### config.mk
export PLATFORM = sky130hd
export DESIGN_NAME = tdm_demux_1to8_flat
export DESIGN_NICKNAME = d
export VERILOG_FILES = /design/src/rtl/tdm_demux_1to8_if.sv /design/src/rtl/tdm_demux_1to8.sv /design/src/flat_wrapper.sv
export SDC_FILE = /design/constraint.sdc
export NUM_CORES = 1
export LEC_CHECK = 0
export CAP_MARGIN = 15
export CORE_MARGIN = 2
export CORE_UTILIZATION = 35
export CTS_CLUSTER_DIAMETER = 200
export DETAILED_ROUTE_END_ITERATION = 7
export PLACE_DENSITY = 0.6
export SKIP_CTS_REPAIR_TIMING = 1
export SYNTH_ARGS = -nofsm -noshare
export SYNTH_HDL_FRONTEND = slang
export SYNTH_SLANG_ARGS = --single-unit
### constraint.sdc
create_clock -name clk -period 2.7 [get_ports clk]
set_input_delay 0.675 -clock clk [delete_from_list [all_inputs] [get_ports clk]]
set_output_delay 0.675 -clock clk [all_outputs]
set_load 0.01 [all_outputs]
### src/rtl/tdm_demux_1to8_if.sv
// rtl/tdm_demux_1to8_if.sv - serial-lane demux bus: din stream, lane outputs, frame handshake
interface tdm_demux_1to8_if;
   logic       din;
   logic       din_valid;
   logic       sel_mode;
   logic [2:0] sel;
   logic       frame_sync;
   logic [7:0] lane_out;
   logic [7:0] lane_strobe;
   logic [2:0] slot;
   logic [7:0] frame_data;
   logic       frame_valid;
   logic       frame_ready;
   logic       overrun;

   modport master (
      output din, din_valid, sel_mode, sel, frame_sync, frame_ready,
      input  lane_out, lane_strobe, slot, frame_data, frame_valid, overrun
   );

   modport slave (
      input  din, din_valid, sel_mode, sel, frame_sync, frame_ready,
      output lane_out, lane_strobe, slot, frame_data, frame_valid, overrun
   );
endinterface

### src/rtl/tdm_demux_1to8.sv
// rtl/tdm_demux_1to8.sv - 1:8 time-division demux with auto-slot frame assembly
// Steers one serial bit per valid cycle to a lane; auto mode packs 8 bits into a handshaked frame.
module tdm_demux_1to8 #(
   parameter logic [7:0] RESET_LANES = 8'h00
) (
   input logic              clk,
   input logic              rst,
   tdm_demux_1to8_if.slave  bus
);

   typedef enum logic {COLLECT, FULL} state_t;

   state_t     state_q, state_d;
   logic [7:0] lane_out_q, lane_out_d;
   logic [7:0] lane_strobe_q, lane_strobe_d;
   logic [2:0] slot_q, slot_d;
   logic [7:0] asm_q, asm_d;
   logic [7:0] frame_data_q, frame_data_d;
   logic       overrun_q, overrun_d;

   logic [2:0] target;
   logic [7:0] asm_next;
   logic       handshake;
   logic       complete;

   always_comb begin
      lane_out_d    = lane_out_q;
      lane_strobe_d = 8'h00;
      slot_d        = slot_q;
      asm_d         = asm_q;
      frame_data_d  = frame_data_q;
      overrun_d     = overrun_q;
      state_d       = state_q;
      complete      = 1'b0;
      asm_next      = asm_q;
      handshake     = (state_q == FULL) && bus.frame_ready;

      if (bus.sel_mode)
         target = bus.sel;
      else if (bus.frame_sync)
         target = 3'd0;
      else
         target = slot_q;

      if (bus.din_valid) begin
         lane_out_d[target] = bus.din;
         lane_strobe_d      = 8'h01 << target;
         if (!bus.sel_mode) begin
            // A sync bit restarts the frame, so the partial assembly is dropped.
            asm_next         = bus.frame_sync ? 8'h00 : asm_q;
            asm_next[target] = bus.din;
            asm_d            = asm_next;
            if (target == 3'd7) begin
               complete     = 1'b1;
               frame_data_d = asm_next;
               slot_d       = 3'd0;
            end else begin
               slot_d = target + 3'd1;
            end
         end
      end

      if (complete) begin
         if ((state_q == FULL) && !handshake)
            overrun_d = 1'b1;
         state_d = FULL;
      end else if (handshake) begin
         state_d = COLLECT;
      end
   end

   always_ff @(posedge clk or posedge rst) begin
      if (rst) begin
         state_q       <= COLLECT;
         lane_out_q    <= RESET_LANES;
         lane_strobe_q <= 8'h00;
         slot_q        <= 3'd0;
         asm_q         <= 8'h00;
         frame_data_q  <= 8'h00;
         overrun_q     <= 1'b0;
      end else begin
         state_q       <= state_d;
         lane_out_q    <= lane_out_d;
         lane_strobe_q <= lane_strobe_d;
         slot_q        <= slot_d;
         asm_q         <= asm_d;
         frame_data_q  <= frame_data_d;
         overrun_q     <= overrun_d;
      end
   end

   assign bus.lane_out    = lane_out_q;
   assign bus.lane_strobe = lane_strobe_q;
   assign bus.slot        = slot_q;
   assign bus.frame_data  = frame_data_q;
   assign bus.frame_valid = (state_q == FULL);
   assign bus.overrun     = overrun_q;

endmodule

### src/flat_wrapper.sv
// flat-port wrapper written by rule: the top's interface ports become plain ports
module tdm_demux_1to8_flat 
#(
   parameter logic [7:0] RESET_LANES = 8'h00
)
  (clk, rst, bus_din, bus_din_valid, bus_sel_mode, bus_sel, bus_frame_sync, bus_frame_ready, bus_lane_out, bus_lane_strobe, bus_slot, bus_frame_data, bus_frame_valid, bus_overrun);
  tdm_demux_1to8_if bus_i ();
  input logic clk;
  input logic rst;
  input wire logic [$bits(bus_i.din)-1:0] bus_din;
  input wire logic [$bits(bus_i.din_valid)-1:0] bus_din_valid;
  input wire logic [$bits(bus_i.sel_mode)-1:0] bus_sel_mode;
  input wire logic [$bits(bus_i.sel)-1:0] bus_sel;
  input wire logic [$bits(bus_i.frame_sync)-1:0] bus_frame_sync;
  input wire logic [$bits(bus_i.frame_ready)-1:0] bus_frame_ready;
  output wire logic [$bits(bus_i.lane_out)-1:0] bus_lane_out;
  output wire logic [$bits(bus_i.lane_strobe)-1:0] bus_lane_strobe;
  output wire logic [$bits(bus_i.slot)-1:0] bus_slot;
  output wire logic [$bits(bus_i.frame_data)-1:0] bus_frame_data;
  output wire logic [$bits(bus_i.frame_valid)-1:0] bus_frame_valid;
  output wire logic [$bits(bus_i.overrun)-1:0] bus_overrun;
  assign bus_i.din = bus_din;
  assign bus_i.din_valid = bus_din_valid;
  assign bus_i.sel_mode = bus_sel_mode;
  assign bus_i.sel = bus_sel;
  assign bus_i.frame_sync = bus_frame_sync;
  assign bus_i.frame_ready = bus_frame_ready;
  assign bus_lane_out = bus_i.lane_out;
  assign bus_lane_strobe = bus_i.lane_strobe;
  assign bus_slot = bus_i.slot;
  assign bus_frame_data = bus_i.frame_data;
  assign bus_frame_valid = bus_i.frame_valid;
  assign bus_overrun = bus_i.overrun;
  tdm_demux_1to8 #(.RESET_LANES(RESET_LANES)) u_core (.clk(clk), .rst(rst), .bus(bus_i));
endmodule
Word-level counts from Yosys, hierarchy flattened
Cells that the tools add are included.
{"block": "word_totals", "out_inout_bits": 29, "register_bits": 37, "in_bits": 10}
{"block": "op_classes", "order_cmp": 2, "n_mux": 14, "reduce_logical": 8, "shift": 1, "n_addsub": 1, "n_eq_ne": 1, "bitwise": 1}
{"operator": "bitwise mux 8 bit", "n": 2}
{"operator": "2-to-1 mux 8 bit", "n": 2}
{"operator": "2-to-1 mux 3 bit", "n": 3}
{"operator": "left shift 1 x 3 -> 8 bit, first input constant", "n": 1}
{"operator": "2-to-1 mux 1 bit", "n": 6}
{"operator": "less-than comparator 3 x 4 -> 1 bit, second input constant", "n": 1}
{"operator": "AND reduction 2 bit", "n": 2}
{"operator": "adder 3 x 1 -> 3 bit, second input constant", "n": 1}
{"operator": "demux 1 bit (select 3 bit)", "n": 1}
{"operator": "equality test 3 bit, second input constant", "n": 1}
{"operator": ">= comparator 3 x 1 -> 1 bit, second input constant", "n": 1}
{"operator": "logical AND 1 bit", "n": 3}
{"operator": "AND reduction 3 bit", "n": 1}
{"operator": "nonzero test 2 bit", "n": 1}
{"operator": "logical NOT 1 bit", "n": 1}
{"operator": "inverter 1 bit", "n": 1}

Logic depth before layout (Yosys ltp)
{"block": "depth", "depth_word": 7, "depth_mapped": 11, "ltp_nobuf": 9}

Least setup slack after synthesis
OpenSTA, ideal clock, no wires.
{"block": "synth_path", "path_kind": "input to register", "from": "input bus_sel_mode", "to": "register u_core.frame_data_q[5] (netlist: u_core.bus.frame_data[5])", "slack_ns": 0.209, "arrival_ns": 2.424, "setup_ns": 0.066, "t_required_ns": 2.634, "n_path_buf": 2, "cell_stages": 10, "path_cell_list": "buf_6 or3b_1 nand2_1 ha_1 ha_1 nor4bb_1 clkbuf_1 nand2_1 a21oi_1 a221o_1"}
{"block": "synth_between", "elab_chain_cells": 6, "word_cells_on_any_way": 10}
{"element": "start: declaration", "line_no": "flat_wrapper.sv:12", "source": "input wire logic [$bits(bus_i.sel_mode)-1:0] bus_sel_mode;"}
{"element": "2-to-1 mux 3 bit", "line_no": "tdm_demux_1to8.sv:38", "source": "if (bus.sel_mode)"}
{"element": "less-than comparator 3 x 4 -> 1 bit (not written as such) or >= comparator 3 x 1 -> 1 bit (tied branches)", "line_no": "tdm_demux_1to8.sv:51", "source": "asm_next[target] = bus.din;"}
{"element": "logical AND 1 bit (not written as such)", "line_no": "tdm_demux_1to8.sv:51"}
{"element": "2-to-1 mux 1 bit (not written as such)", "line_no": "tdm_demux_1to8.sv:51"}
{"element": "demux 1 bit (select 3 bit)"}
{"element": "bitwise mux 8 bit", "line_no": "tdm_demux_1to8.sv:51"}
{"element": "end signal: assignment", "line_no": "tdm_demux_1to8.sv:87", "source": "frame_data_q <= frame_data_d;"}
{"element": "end: declaration", "line_no": "tdm_demux_1to8.sv:18", "source": "logic [7:0] frame_data_q, frame_data_d;"}
Several ways; a longest one is shown, not always the timed one.
A chain may end at the register's enable or synchronous reset.

Final worst setup path
{"block": "layout_path", "from": "input bus_frame_sync", "to": "register u_core.frame_data_q[5] (netlist: u_core.bus.frame_data[5])"}
{"block": "layout_between", "elab_chain_cells": 7, "word_cells_on_any_way": 11}
{"element": "start: declaration", "line_no": "flat_wrapper.sv:14", "source": "input wire logic [$bits(bus_i.frame_sync)-1:0] bus_frame_sync;"}
{"element": "2-to-1 mux 3 bit", "line_no": "tdm_demux_1to8.sv:40", "source": "else if (bus.frame_sync)"}
{"element": "2-to-1 mux 3 bit", "line_no": "tdm_demux_1to8.sv:38"}
{"element": "less-than comparator 3 x 4 -> 1 bit (not written as such) or >= comparator 3 x 1 -> 1 bit (tied branches)", "line_no": "tdm_demux_1to8.sv:51"}
{"element": "logical AND 1 bit (not written as such)", "line_no": "tdm_demux_1to8.sv:51"}
{"element": "2-to-1 mux 1 bit (not written as such)", "line_no": "tdm_demux_1to8.sv:51"}
{"element": "demux 1 bit (select 3 bit)"}
{"element": "bitwise mux 8 bit", "line_no": "tdm_demux_1to8.sv:51"}
Several ways; a longest one is shown, not always the timed one.

==> flow_summary.yaml <==
cts:
  clkSinkCount: 37
  cts-root-buf: "clkbuf_8"
  cts.clk_slew.worst_paths_ns: 0.07
  clock_path_buffers: 2
  cts_buffers: 5
  cts_htree_levels: 2
  insertion_delay_ns: 0.29
  cts_tree: "done"
critical_path:
  critPathTopFamily: "simple AND/OR/NAND/NOR gates"
  rrSetupSlack_ns: 0.56
  cp-startpoint: "bus_frame_sync"
  worstReg2RegEnd: "u_core.bus.frame_data[5]"
  slowest_delay_ns: 0.43
  reg2reg_from: "u_core.bus.slot[1]"
  cpMaxStageDelayCell: "clkdlybuf4s50_1"
  critPathRequiredTime_ns: 2.93
  worstSetupStartpointType: "input pin"
  crit_arrival_ns: 2.74
  cp_max_fo: 8
  cp-end-kind: "flip-flop"
  path_depth: 10
  crit_type: "input pin to flip-flop"
  cp_cell_sequence: "clkdlybuf4s50_1 > or3b_1 > nand2_1 > ha_1 > ha_1 > nor4bb_1 > buf_4 > nand2_1 > a21oi_1 > a221o_1"
  reg2reg_depth: 9
  cp_num_buf_inv: 2
worst_hold_path:
  min_from: "u_core.bus.overrun"
  min_to: "u_core.bus.overrun"
  holdCritPathClass: "flip-flop to flip-flop"
  whs_path_depth: 1
routing:
  wl_per_cell_um: 13.5
  drcViolationCount: 0
  drtIter0Drc: 103
  wirelength_mm: 4.26
  vias: 1541
  viasPerCell: 4.88
  antenna_left: 0
  drtPass1Iterations: 4
logic_synthesis:
  yosysSeqAreaShare_pct: 50.2
  synthesis.nets: 195
  syn-cell-area_mm2: 0.00184
  synth_edf_count: 0
  synth_warnings: 0
  synth_cells: 179
  synthArstFlopShare_pct: 100
  yosys_most_used_dff: "dfrtp_1"
  synth_seq_cells: 37
  synth.avg_cell_area_um2: 10.3
  synth.distinct_cells: 42
timing:
  clock.fmax_mhz: 398
  slew_viol_final: 0
  fin_skew_ns: 0.00474
  finalHoldViolCount: 0
  setup_viol: 0
  fin_ws_ns: 0.190
  worst-slew-pin-transition_ns: 0.457
  post-route-period-util_pct: 93.0
  fin_crit_ns: 2.51
  relSlewSlack_pct: 69.5
  grt_setup_unrepaired: "no"
finish:
  fin_nets: 261
  mostFrequentLayoutCells: "clkdlybuf4s50_1 (38), dfrtp_1 (37), nand2_1 (31), buf_4 (31), nand3_1 (12)"
  mostFrequentLayoutCell: "clkdlybuf4s50_1"
  syn2layout_area_growth_pct: 41.6
  seq_area_um2: 926
  drive_above_1_share_pct: 19.9
  antennaDiodeCount: 0
  final_cell_count_no_fill: 316
  multi_input_area_um2: 835
  num-fill-cells: 511
placed_design:
  port_buffers: 38
  pre_cts_ws_ns: -0.0984
  dp_hpwl_mm: 3.19
  place_inst: 308
  place_congestion: 0.879
power:
  powerDensity_mw_per_mm2: 605
  ir_worst_vdd_mv: 0.246
  p_leak_nw: 1.20
floorplan:
  die_area_mm2: 0.00587
  rows: 26
  die_h_um: 76.6
  io_pins: 39
  start_util_pct: 36.1
  die_x_um: 76.6
  core_mm2: 0.00511
global_routing:
  grt_antenna_before_repair: 0
  grt_pass1_wl_mm: 7.29
  grt_usage_pct: 15.7
  grt-ovfl-total: 0
  first_global_vias: 1523
  grt_max_degree: 38
run_status:
  status: "completed"
run:
  max-cap-violations: 0
## through the flow
stage          util [%]  setup TNS, ns  power, mW  hold WS, ns  area (um^2)
4_1_cts            51.1              0       1.60        0.490         2610
6_report           51.1              0       1.58        0.481         2610
5_1_grt            51.1              0       1.67        0.524         2610
3_5_place_dp       48.8         -0.628       1.11        0.473         2490
3_3_place_gp       48.8         -0.106       1.10        0.466         2490
2_1_floorplan         -              0      0.879        0.456         1840
## cell families after synthesis
| kind of cell | Yosys count | share of synthesized area, % |
|---|---|---|
| and+or+nand+nor | 72 | 19.4 |
| AOI/OAI and AO/OA | 37 | 16.9 |
| DFF | 37 | 50.2 |
| buffers and inverters | 19 | 4.55 |
| muxes | 8 | 4.88 |
| adders and majority gates | 6 | 4.07 |
## flip-flops by register name, indices dropped and copies added, names as in the netlist
name / flops
u_core.asm_q: 8
u_core.bus.frame_data: 8
u_core.bus.lane_out: 8
u_core.bus.lane_strobe: 8
u_core.bus.slot: 3
u_core.bus.frame_valid: 1
u_core.bus.overrun: 1
## power breakdown
part	internal (mW)	leakage, nW	switching (mW)	total [mW]
registers	0.637	0.477	0.0509	0.687
clock network	0.301	0.0585	0.189	0.490
logic	0.230	0.663	0.172	0.402
total	1.17	1.20	0.412	1.58
## worst max-delay path by stage
stage	end
2_1_floorplan	u_core.bus.frame_data[5]
3_3_place_gp	u_core.bus.frame_data[5]
3_5_place_dp	u_core.bus.frame_data[7]
4_1_cts	u_core.bus.frame_data[7]
5_1_grt	u_core.bus.frame_data[5]
6_report	u_core.bus.frame_data[5]
## cell type report
| type | instances | share of cell area (%) |
|---|---|---|
| inverter | 9 | 1.29 |
| timing repair buffer | 69 | 23.5 |
| multi-input combinational | 123 | 32.0 |
| clock buffer | 7 | 3.31 |
| clock inverter | 1 | 1.15 |
| tap | 70 | 3.35 |
| sequential | 37 | 35.5 |
## synthesized netlist by cell type (3+ instances only)
master	n	area [um^2]
a21oi_1	4	20.0
a221o_1	5	50.1
a22o_1	3	26.3
and2_1	4	25.0
buf_2	4	20.0
clkbuf_1	5	18.8
dfrtp_1	37	926
ha_1	6	75.1
inv_1	9	33.8
mux2_2	6	67.6
nand2_1	31	116
nand2b_1	3	18.8
nand3_1	12	60.1
nor2_1	9	33.8
o211ai_1	3	22.5
o21ai_0	5	25.0
## per-layer routing
| metal | wire length, um | up-vias | GRT usage [%] |
|---|---|---|---|
| met3 | 169 | 6 | 3.32 |
| li1 | - | 765 | - |
| met1 | 2080 | 739 | 21.8 |
| met4 | 68 | 0 | 5.45 |
| met5 | 0 | - | 0 |
| met2 | 1940 | 31 | 24.4 |
Power figures use the tool's default switching activity.
